===== src/rtl/pwm.sv =====
// Single-channel edge-aligned PWM: prescaled tick drives a wrapping period counter,
// and the registered output is high while the counter is below a period-latched compare.
module pwm #(
  parameter int KPERIOD = 1000,
  parameter int KCLKDIV = 10
) (
  input  logic                       clk,
  input  logic                       rst,
  input  logic [$clog2(KPERIOD)-1:0] CMPA,
  output logic                       PWM_OUT
);

  localparam int PW = $clog2(KPERIOD);
  localparam logic [PW-1:0] PER_LAST = PW'(KPERIOD - 1);

  logic          tick;
  logic          wrap;
  logic [PW-1:0] per_cnt_q, per_cnt_d;
  logic [PW-1:0] cmp_sh_q, cmp_sh_d;
  logic          load_pend_q, load_pend_d;
  logic          pwm_q, pwm_d;

  generate
    if (KCLKDIV == 1) begin : g_nodiv
      assign tick = 1'b1;
    end else begin : g_div
      localparam int DW = $clog2(KCLKDIV);
      localparam logic [DW-1:0] DIV_LAST = DW'(KCLKDIV - 1);
      logic [DW-1:0] div_cnt_q, div_cnt_d;

      assign tick      = (div_cnt_q == DIV_LAST);
      assign div_cnt_d = tick ? '0 : div_cnt_q + 1'b1;

      always_ff @(posedge clk or negedge rst) begin
        if (!rst) begin
          div_cnt_q <= '0;
        end else begin
          div_cnt_q <= div_cnt_d;
        end
      end
    end
  endgenerate

  // The shadow only changes at a period boundary so the active compare never glitches mid-period.
  always_comb begin
    wrap        = tick && (per_cnt_q == PER_LAST);
    per_cnt_d   = per_cnt_q;
    cmp_sh_d    = cmp_sh_q;
    load_pend_d = 1'b0;
    if (tick) begin
      per_cnt_d = (per_cnt_q == PER_LAST) ? '0 : per_cnt_q + 1'b1;
    end
    if (load_pend_q || wrap) begin
      cmp_sh_d = CMPA;
    end
    pwm_d = (per_cnt_q < cmp_sh_q);
  end

  always_ff @(posedge clk or negedge rst) begin
    if (!rst) begin
      per_cnt_q   <= '0;
      cmp_sh_q    <= '0;
      load_pend_q <= 1'b1;
      pwm_q       <= 1'b0;
    end else begin
      per_cnt_q   <= per_cnt_d;
      cmp_sh_q    <= cmp_sh_d;
      load_pend_q <= load_pend_d;
      pwm_q       <= pwm_d;
    end
  end

  assign PWM_OUT = pwm_q;

endmodule


===== config.mk =====
export PLATFORM = sky130hd
export DESIGN_NAME = pwm
export DESIGN_NICKNAME = d
export VERILOG_FILES = /design/src/rtl/pwm.sv
export SDC_FILE = /design/constraint.sdc
export NUM_CORES = 1
export LEC_CHECK = 0
export BUFFER_PORTS_ARGS = -buffer_cell sky130_fd_sc_hd__buf_2
export CORE_ASPECT_RATIO = 0.8
export CORE_UTILIZATION = 39
export CTS_CLUSTER_SIZE = 24
export DETAILED_ROUTE_END_ITERATION = 8
export HOLD_SLACK_MARGIN = 0.08
export RECOVER_POWER = 100
export SETUP_SLACK_MARGIN = 0.05
export SLEW_MARGIN = 20
export SYNTH_ARGS = -nofsm -noshare
export SYNTH_HDL_FRONTEND = slang
export SYNTH_SLANG_ARGS = --single-unit

===== constraint.sdc =====
create_clock -name clk -period 2.3 [get_ports clk]
set_clock_uncertainty 0.05 [all_clocks]
set_input_delay 0.69 -clock clk [delete_from_list [all_inputs] [get_ports clk]]
set_output_delay 0.69 -clock clk [all_outputs]
set_load 0.1 [all_outputs]

==> flow_summary.yaml <==
detailed_routing:
  dr.pass1.iters: 4
  wire_per_inst_um: 13.5
  drc_errors: 0
  vias: 915
  drtIter0Drc: 18
  drtAntennaViolNets: 0
  vias_per_cell: 5.14
  wirelength_um: 2410
critical_path:
  worst-setup-path-type: "reg2reg"
  crit_path_max_fanout: 8
  critPathMaxStageDelay_ns: 0.47
  path_cells: "or3b_1 > nor4_4 > clkbuf_1 > o21ai_1 > a22o_1"
  cp_top_family: "simple AND/OR/NAND/NOR gates"
  start_kind: "flip-flop"
  rr_worst_depth: 5
  setup.worst_path.end: "per_cnt_q[8]"
  cp_num_cells: 5
  critical_path_arrival_ns: 2.11
  cp.required_ns: 2.42
  crit_buf_inv: 1
  crit_start: "per_cnt_q[3]"
  cpMaxStageDelayCell: "or3b_1"
  end_kind: "flip-flop"
  reg2reg_from: "per_cnt_q[3]"
  ff2ff_setup_slack_ns: 0.31
  r2r_end: "per_cnt_q[8]"
pwr:
  p_comb_share_pct: 8.2
  pwr-share-seq_pct: 56.7
  ir_worst_vdd_mv: 0.304
  switching_share_pct: 22.5
  power_leakage_nw: 0.727
  power.density_nw_per_um2: 566
  fin_total_pwr_mw: 0.857
  switching_power_mw: 0.193
  power_frac_clock_pct: 35.1
  internal_power_mw: 0.664
yosys:
  synth_cell_types: 33
  yosysWarnings: 0
  syn-num-nets: 143
  syn_area_per_cell_um2: 11.4
  syn_area_um2: 1380
  seq_area_frac_synth_pct: 47.2
  synth_seq_cells: 26
  syn_inst: 121
clock_network:
  numCtsBuffers: 3
  cts-htree-levels: 1
  cts_resized: 0
  cts_sinks: 26
  clock_latency_ns: 0.27
  post_cts_buffers: 0
  path_clk_slew_ns: 0.09
  cts_tree: "done"
  ctsHoldBuffers: 0
  cts_buffer_depth: 2
  root_buffer: "clkbuf_8"
final_layout:
  multi_input_area_um2: 651
  fillCellCount: 309
  diodes: 0
  layout_commonest_cell: "dfrtp_1"
  final_cell_mix: "dfrtp_1 (25), inv_1 (11), nand2_1 (11)"
  drive_above_1_share_pct: 15.2
  seqCellArea_um2: 652
  area_delta_synth_final_pct: 9.79
  nets: 161
floorplanning:
  die_w_um: 68.5
  die_h_um: 55.2
  io_pins: 13
  rows: 18
  die-area_um2: 3780
  core_area_um2: 3220
  initial_core_util_pct: 42.9
outcome:
  outcome: "finished clean"
timing:
  hold_viol: 0
  maxSlewViolCount: 0
  period_share_pct: 86.4
  rsz0062_at_grt: "false"
  fmax_mhz: 503
  finalSetupViolCount: 0
  period_needed_ns: 1.99
  finalSetupTns_ns: 0
  tightest_slew_ns: 1.39
  relSlewSlack_pct: 7.60
placement:
  gp_congestion: 0.777
  dp_hpwl_um: 1810
  portBuffers: 12
grt:
  antenna_found_initial: 0
  grt_max_degree: 27
  gr-total-overflow: 0
  grt.total_usage_pct: 15.3
  grt_pass1_vias: 908
  grt_pass1_wl_um: 4240
worst_hold_path:
  hold_class: "reg2reg"
job:
  drv_cap: 0
[cell usage after synthesis]
library cell / instances / share of area, %
dfstp_2: 1 / 1.9
nor3_1: 5 / 1.8
a221oi_1: 1 / 0.63
mux2i_1: 1 / 0.73
mux2_2: 1 / 0.82
inv_1: 11 / 3.0
nor2_4: 1 / 0.82
nor4_4: 1 / 1.5
nor4b_1: 1 / 0.63
nand2_1: 11 / 3.0
or3_1: 2 / 0.91
o21ai_1: 1 / 0.36
a21oi_1: 4 / 1.5
nor3b_1: 1 / 0.54
conb_1: 1 / 0.27
mux2_4: 10 / 11
o21ai_0: 4 / 1.5
a211o_1: 1 / 0.63
a21o_1: 2 / 1.1
nand4_1: 3 / 1.4
and4_1: 1 / 0.63
nor4_1: 1 / 0.45
dfrtp_1: 25 / 45
clkbuf_1: 1 / 0.27
nand3_1: 2 / 0.73
nand2b_1: 1 / 0.45
nand4bb_1: 1 / 0.82
xnor2_1: 7 / 4.4
a22o_1: 2 / 1.3
ha_1: 10 / 9.1
nor2_1: 5 / 1.4
or3b_4: 1 / 0.82
o21a_1: 1 / 0.54
[final cells by class]
class | instances | share of cell area [%]
clock buffer | 4 | 3.63
sequential | 26 | 43.0
timing repair buffer | 14 | 4.38
multi-input combinational | 83 | 42.9
inverter | 11 | 2.73
tap | 40 | 3.30
[sequential cells by signal, summed over array words and instances (netlist names)]
name / count
g_div.div_cnt_q: 4
load_pend_q: 1
PWM_OUT: 1
per_cnt_q: 10
cmp_sh_q: 10
[power by group through the flow]
| stage | clock network (mW) | logic, mW | registers [mW] |
|---|---|---|---|
| CTS | 0.312 | 0.0868 | 0.487 |
| global route | 0.331 | 0.0813 | 0.488 |
| finish | 0.301 | 0.0700 | 0.486 |
| detailed placement | 0 | 0.0863 | 0.496 |
| global placement | 0 | 0.0821 | 0.495 |
| floorplan | 0 | 0.0559 | 0.494 |
[how the worst min path moves through the flow]
stage / slack (ns) / start / depth (start not counted) / end
floorplan: 0.34 / rst / 0 / PWM_OUT
global placement: 0.45 / cmp_sh_q[5] / 1 / cmp_sh_q[5]
detailed placement: 0.44 / cmp_sh_q[5] / 1 / cmp_sh_q[5]
CTS: 0.38 / rst / 1 / per_cnt_q[5]
global route: 0.47 / cmp_sh_q[8] / 1 / cmp_sh_q[8]
finish: 0.45 / cmp_sh_q[1] / 1 / cmp_sh_q[1]
[routing by layer]
metal	wire length (µm)	global-route usage, %
met1	1200	20.2
met2	1090	23.9
met3	99	4.96
met4	20	3.57
met5	0	0
[worst reg2reg max path, cell delays in order (launching register included)]
cell and delay, ns:
dfrtp_1 0.46, or3b_1 0.47, nor4_4 0.31, clkbuf_1 0.27
o21ai_1 0.11, a22o_1 0.23
[per-stage QoR]
| stage | cell area (µm²) | std cells | util, % | worst slack, ns | hold WS (ns) |
|---|---|---|---|---|---|
| global placement | 1500 | 174 | 46.6 | 0.502 | 0.448 |
| CTS | 1560 | 178 | 48.3 | 0.441 | 0.381 |
| finish | 1520 | 178 | 47.0 | 0.314 | 0.450 |
| detailed placement | 1500 | 174 | 46.6 | 0.447 | 0.444 |
| floorplan | 1380 | 121 | - | 0.436 | 0.344 |
| global route | 1520 | 178 | 47.0 | 0.225 | 0.467 |
[kinds of logic after synthesis]
family,Yosys count,share of synthesized area (%)
xor+xnor,7,4.44
flops,26,47.2
mux,12,12.4
buf+inv,12,3.26
simple gates,37,15.9
compound gates,16,7.43
other cells,1,0.272
fa+ha+maj,10,9.07
Note: power is estimated with default switching activity, not from simulation.
